`config.mk`:
```
export PLATFORM = sky130hd
export DESIGN_NAME = mdio_master_ctrl
export DESIGN_NICKNAME = d
export VERILOG_FILES = /design/src/rtl/mdio_master_ctrl.sv
export SDC_FILE = /design/constraint.sdc
export NUM_CORES = 1
export LEC_CHECK = 0
export ABC_CLOCK_PERIOD_IN_PS = 2700
export CORE_MARGIN = 1.5
export CORE_UTILIZATION = 49
export CTS_CLUSTER_SIZE = 25
export DETAILED_ROUTE_END_ITERATION = 6
export HOLD_SLACK_MARGIN = 0.15
export PLACE_DENSITY = 0.86
export SKIP_LAST_GASP = 1
export SLEW_MARGIN = 20
export SYNTH_ARGS = -nofsm -noshare
export SYNTH_HDL_FRONTEND = slang
export SYNTH_SLANG_ARGS = --single-unit
```
`constraint.sdc`:
```
create_clock -name clk -period 2.7 [get_ports clk]
set_input_delay 0.675 -clock clk [delete_from_list [all_inputs] [get_ports clk]]
set_output_delay 0.675 -clock clk [all_outputs]
set_load 0.005 [all_outputs]
```
`src/rtl/mdio_master_ctrl.sv`:
```
// IEEE 802.3 Clause 22 MDIO management master: MDC divider plus frame serializer.
// Optional build macro MDIO_M_PREAMBLE_SUPPRESS_EN adds the cmd_no_pre input.
module mdio_master_ctrl #(
  parameter int unsigned CLK_DIV = 10,
  parameter int unsigned PRE_LEN = 32
) (
  input  logic        clk,
  input  logic        rst_n,
  input  logic        cmd_valid,
  output logic        cmd_ready,
  input  logic        cmd_write,
  input  logic [4:0]  cmd_phy_addr,
  input  logic [4:0]  cmd_reg_addr,
  input  logic [15:0] cmd_wdata,
`ifdef MDIO_M_PREAMBLE_SUPPRESS_EN
  input  logic        cmd_no_pre,
`endif
  output logic        rsp_valid,
  output logic [15:0] rsp_rdata,
  output logic        rsp_ta_err,
  output logic        mdc,
  output logic        mdo,
  output logic        mdo_en,
  input  logic        mdi
);

  localparam int unsigned DivW = (CLK_DIV > 2) ? $clog2(CLK_DIV) : 1;
  localparam logic [DivW-1:0] DivLast = DivW'(CLK_DIV - 1);
  localparam logic [DivW-1:0] DivHalf = DivW'(CLK_DIV / 2);
  localparam logic [DivW-1:0] DivRise = DivW'(CLK_DIV / 2 - 1);
  localparam logic [4:0]      PreLast = 5'(PRE_LEN - 1);

  typedef enum logic [2:0] {StIdle, StPre, StHdr, StTa, StData} state_e;

  state_e          state_q, state_d;
  logic [DivW-1:0] div_q, div_d;
  logic [4:0]      bit_q, bit_d;
  logic            pend_q, pend_d, ready_q, ready_d;
  logic            wr_q, wr_d, no_pre_q, no_pre_d;
  logic [13:0]     hdr_q, hdr_d;
  logic [15:0]     wdata_q, wdata_d, shift_q, shift_d;
  logic            ta_q, ta_d;
  logic            mdo_q, mdo_d, mdo_en_q, mdo_en_d;
  logic            rsp_valid_q, rsp_valid_d, rsp_ta_err_q, rsp_ta_err_d;
  logic [15:0]     rsp_rdata_q, rsp_rdata_d;
  logic            no_pre_in, accept, fall, rise;

`ifdef MDIO_M_PREAMBLE_SUPPRESS_EN
  assign no_pre_in = cmd_no_pre;
`else
  assign no_pre_in = 1'b0;
`endif

  assign accept = cmd_valid & ready_q;
  assign fall   = (div_q == DivLast);
  assign rise   = (div_q == DivRise);

  always_comb begin
    state_d      = state_q;
    div_d        = fall ? '0 : div_q + 1'b1;
    bit_d        = bit_q;
    pend_d       = pend_q;
    ready_d      = (state_q == StIdle) && !pend_q && !accept;
    wr_d         = wr_q;
    no_pre_d     = no_pre_q;
    hdr_d        = hdr_q;
    wdata_d      = wdata_q;
    shift_d      = shift_q;
    ta_d         = ta_q;
    mdo_d        = mdo_q;
    mdo_en_d     = mdo_en_q;
    rsp_valid_d  = 1'b0;
    rsp_rdata_d  = rsp_rdata_q;
    rsp_ta_err_d = rsp_ta_err_q;

    if (accept) begin
      pend_d   = 1'b1;
      wr_d     = cmd_write;
      no_pre_d = no_pre_in;
      hdr_d    = {2'b01, cmd_write ? 2'b01 : 2'b10, cmd_phy_addr, cmd_reg_addr};
      wdata_d  = cmd_wdata;
    end

    // mdi is only meaningful while the slave owns the line
    if (rise) begin
      if (state_q == StTa && bit_q == 5'd1) ta_d = mdi;
      if (state_q == StData) shift_d = {shift_q[14:0], mdi};
    end

    if (fall) begin
      unique case (state_q)
        StIdle: begin
          if (pend_q) begin
            pend_d  = 1'b0;
            state_d = no_pre_q ? StHdr : StPre;
            bit_d   = '0;
          end
        end
        StPre: begin
          if (bit_q == PreLast) begin
            state_d = StHdr;
            bit_d   = '0;
          end else begin
            bit_d = bit_q + 5'd1;
          end
        end
        StHdr: begin
          if (bit_q == 5'd13) begin
            state_d = StTa;
            bit_d   = '0;
          end else begin
            bit_d = bit_q + 5'd1;
          end
        end
        StTa: begin
          if (bit_q == 5'd1) begin
            state_d = StData;
            bit_d   = '0;
          end else begin
            bit_d = bit_q + 5'd1;
          end
        end
        StData: begin
          if (bit_q == 5'd15) begin
            state_d      = StIdle;
            bit_d        = '0;
            rsp_valid_d  = 1'b1;
            rsp_ta_err_d = wr_q ? 1'b0 : ta_q;
            if (!wr_q) rsp_rdata_d = shift_q;
          end else begin
            bit_d = bit_q + 5'd1;
          end
        end
        default: state_d = StIdle;
      endcase

      // Line value for the bit that starts on this fall tick
      unique case (state_d)
        StPre:   begin mdo_en_d = 1'b1; mdo_d = 1'b1; end
        StHdr:   begin mdo_en_d = 1'b1; mdo_d = hdr_q[4'd13 - bit_d[3:0]]; end
        StTa:    begin mdo_en_d = wr_q; mdo_d = wr_q ? ~bit_d[0] : 1'b1; end
        StData:  begin mdo_en_d = wr_q; mdo_d = wr_q ? wdata_q[4'd15 - bit_d[3:0]] : 1'b1; end
        default: begin mdo_en_d = 1'b0; mdo_d = 1'b1; end
      endcase
    end
  end

  always_ff @(posedge clk or negedge rst_n) begin
    if (!rst_n) begin
      state_q      <= StIdle;
      div_q        <= '0;
      bit_q        <= '0;
      pend_q       <= 1'b0;
      ready_q      <= 1'b0;
      wr_q         <= 1'b0;
      no_pre_q     <= 1'b0;
      hdr_q        <= '0;
      wdata_q      <= '0;
      shift_q      <= '0;
      ta_q         <= 1'b0;
      mdo_q        <= 1'b1;
      mdo_en_q     <= 1'b0;
      rsp_valid_q  <= 1'b0;
      rsp_rdata_q  <= '0;
      rsp_ta_err_q <= 1'b0;
    end else begin
      state_q      <= state_d;
      div_q        <= div_d;
      bit_q        <= bit_d;
      pend_q       <= pend_d;
      ready_q      <= ready_d;
      wr_q         <= wr_d;
      no_pre_q     <= no_pre_d;
      hdr_q        <= hdr_d;
      wdata_q      <= wdata_d;
      shift_q      <= shift_d;
      ta_q         <= ta_d;
      mdo_q        <= mdo_d;
      mdo_en_q     <= mdo_en_d;
      rsp_valid_q  <= rsp_valid_d;
      rsp_rdata_q  <= rsp_rdata_d;
      rsp_ta_err_q <= rsp_ta_err_d;
    end
  end

  assign mdc        = (div_q >= DivHalf);
  assign mdo        = mdo_q;
  assign mdo_en     = mdo_en_q;
  assign cmd_ready  = ready_q;
  assign rsp_valid  = rsp_valid_q;
  assign rsp_rdata  = rsp_rdata_q;
  assign rsp_ta_err = rsp_ta_err_q;

endmodule

```
==> flow_summary.json <==
{
  "status": "finished, violations left",
  "violations": "negative setup slack",
  "required_ns": 2.99,
  "cts_buffer_depth": 2,
  "met1_length_um": 3500,
  "synth-edff-count": 0,
  "firstDrtPassIters": 4,
  "max_freq_mhz": 366,
  "grt_max_degree": 42,
  "drive_gt1_frac": 0.317,
  "fin_crit_ns": 2.73,
  "pwr-share-comb": 0.032,
  "r2r-start": "bit_q[1]",
  "p_sw_frac": 0.227,
  "design_area_mm2": 0.00500,
  "critPathLaunchType": "register",
  "final.period_utilization": 1.01,
  "placedCellCount": 489,
  "setup_viol_count_final": 1,
  "slew_headroom": 0.556,
  "synthTopCellsByArea": "dfrtp_1, mux2_2, mux2i_1",
  "worst_slack_ns": -0.0337,
  "hold_path_class": "in -> async",
  "critPathKind": "reg -> reg",
  "fill_cells": 555,
  "syn_inst": 324,
  "place_congestion": 0.924,
  "vias_per_cell": 5.47,
  "ys_warn_count": 0,
  "multi_input_area_mm2": 0.00183,
  "grt_pass1_wl_um": 13500,
  "drt.antenna.violating_nets": 0,
  "maxCapViolations": 0,
  "whs_ns": 0.272,
  "ys_seq_area_frac": 0.518,
  "power_mw": 2.21,
  "antenna_found_initial": 0,
  "p_int_mw": 1.71,
  "io_buffers": 52,
  "hold_viol": 0,
  "synthFlopType": "dfrtp_1",
  "track_usage": 0.203,
  "ys_types": 50,
  "final_util": 0.650,
  "dr.max_layer_used": "met4",
  "postRouteWirelength_um": 7920,
  "drtIter0Drc": 148,
  "yosysMostFrequentCell": "dfrtp_1",
  "std_cell_rows": 32,
  "dpl.hpwl_um": 5520,
  "insertedDiodeCount": 0,
  "final_cells": 512,
  "crit_path_end_kind": "register",
  "fin_nets": 442,
  "met3_length_um": 322,
  "placed_cell_area_mm2": 0.00471,
  "regToRegEndpoint": "mdo",
  "core_area_mm2": 0.00769,
  "htree_levels": 3,
  "cp_slowest_cell": "dfrtp_1",
  "cts_buffers": 9,
  "ios": 53,
  "insertion_delay_ns": 0.36,
  "fin_skew_ns": 0.00921,
  "ir_drop_uv": 395,
  "cts_tree": "yes",
  "synth_common_cells": "dfrtp_1, mux2_2, nand2_1, mux2i_1, o21ai_0",
  "cp.arrival_ns": 3.02,
  "cpPeakStageDelay_ns": 0.36,
  "clockRootBuffer": "clkbuf_8",
  "p_seq_frac": 0.543,
  "fin_setup_tns_ns": -0.0337,
  "area_growth_pct": 29.2,
  "leakagePower_nw": 2.35,
  "clock_power_share": 0.425,
  "path_cells": "ha_2 -> inv_2 -> nor3_4 -> ha_2 -> nor2b_4 -> o21ba_4 -> o211ai_1 -> a2bb2oi_2 -> ha_4 -> inv_2 -> nand3_2 -> o21ai_1 -> mux2i_1 -> mux2i_1 -> a211o_1",
  "maxSlewViolCount": 0,
  "overflow": 0,
  "dieArea_mm2": 0.00844,
  "synth_top_cell_area_share": 0.511,
  "register_area_mm2": 0.00200,
  "rrSetupSlack_ns": -0.03,
  "start_util": 0.503,
  "r2r_cells": 15,
  "worstPathMaxFanout": 4,
  "async_reset_ff_frac": 1.00,
  "path_clk_slew_ns": 0.09,
  "grt_pass1_vias": 2891,
  "synth-seq-cells": 80,
  "met2_length_um": 3920,
  "switching_power_mw": 0.501,
  "postCtsHoldBufs": 0,
  "die_w_um": 91.9,
  "yosysTopAreaCell": "dfrtp_1",
  "post_drt_wl_per_cell_um": 15.5,
  "die_h_um": 91.9,
  "netlist_area_mm2": 0.00387,
  "clock-sinks": 80,
  "avgSynthCellArea_um2": 11.9,
  "pre_cts_ws_ns": -0.0536,
  "synthesis.nets": 361,
  "powerDensity_mw_per_mm2": 442,
  "tightest_slew_ns": 0.665,
  "vias": 2802,
  "rsz0062_at_grt": "yes",
  "drc": 0
}
-- sequential cells by signal (all words and copies together), names as in the netlist, 3 cells and up --
name	flops
bit_q	5
div_q	4
hdr_q	13
rsp_rdata	16
shift_q	16
state_q	3
wdata_q	16
-- layout make-up --
class	instances	area share
inverter	12	0.00901
multi-input combinational	219	0.365
clock inverter	6	0.0145
timing repair buffer	83	0.158
clock buffer	10	0.0275
sequential	80	0.401
tap	102	0.0255
-- cell usage in the layout, fill, tap and decap left out, drive strengths merged, types with 6 or more instances in the layout --
master / Yosys / routed
nand3: 10 / 10
ha: 6 / 6
clkbuf: 9 / 10
o21ai: 19 / 19
mux2i: 19 / 19
mux2: 62 / 62
clkdlybuf4s50: 0 / 51
inv: 12 / 16
dfrtp: 79 / 79
nand2: 27 / 27
buf: 4 / 32
a21oi: 8 / 8
nor2: 10 / 10
-- repair_timing --
| item | CTS | global route |
|---|---|---|
| gates resized for setup | 4 | 2 |
| setup buffers | 6 | 1 |
| pin swaps | 8 | 2 |
| setup endpoints to repair | 1 | 1 |
-- worst max-delay path by stage --
stage / to / start / depth (start not counted) / slack, ns
floorplan: mdo / bit_q[1] / 15 / 0.03
global placement: mdo / bit_q[1] / 15 / 0.07
detailed placement: mdo / bit_q[1] / 15 / -0.05
CTS: mdo / bit_q[1] / 13 / -0.02
global route: mdo / bit_q[0] / 15 / -0.18
finish: mdo / bit_q[1] / 15 / -0.03
-- power groups by stage --
stage | combinational (mW) | sequential (mW) | clock [mW]
finish | 0.0711 | 1.20 | 0.938
global route | 0.0799 | 1.20 | 1.00
CTS | 0.0737 | 1.20 | 0.956
detailed placement | 0.0738 | 1.22 | 0
global placement | 0.0721 | 1.22 | 0
floorplan | 0.00206 | 1.22 | 0
-- layer usage --
layer  vias up  track usage
li1       1326            -
met5         -            0
met4         0       0.0795
met3        18       0.0556
met2        73        0.327
met1      1385        0.260
-- worst max-delay path: cells and delay by family, from the launching register on --
kind                     cells  cell delay [ns]
AO/OA/AOI/OAI                5             0.95
adder cells (fa/ha/maj)      3             0.73
buffers and inverters        2             0.10
flip-flops                   1             0.36
multiplexers                 2             0.27
AND/OR/NAND/NOR              3             0.25
-- logic make-up after synthesis --
family	Yosys count	synth area share
simple gates	73	0.0944
mux	81	0.230
flops	80	0.518
xor+xnor	2	0.00453
fa+ha+maj	6	0.0194
compound gates	57	0.105
buf+inv	25	0.0288
Power figures use the tool's default switching activity.
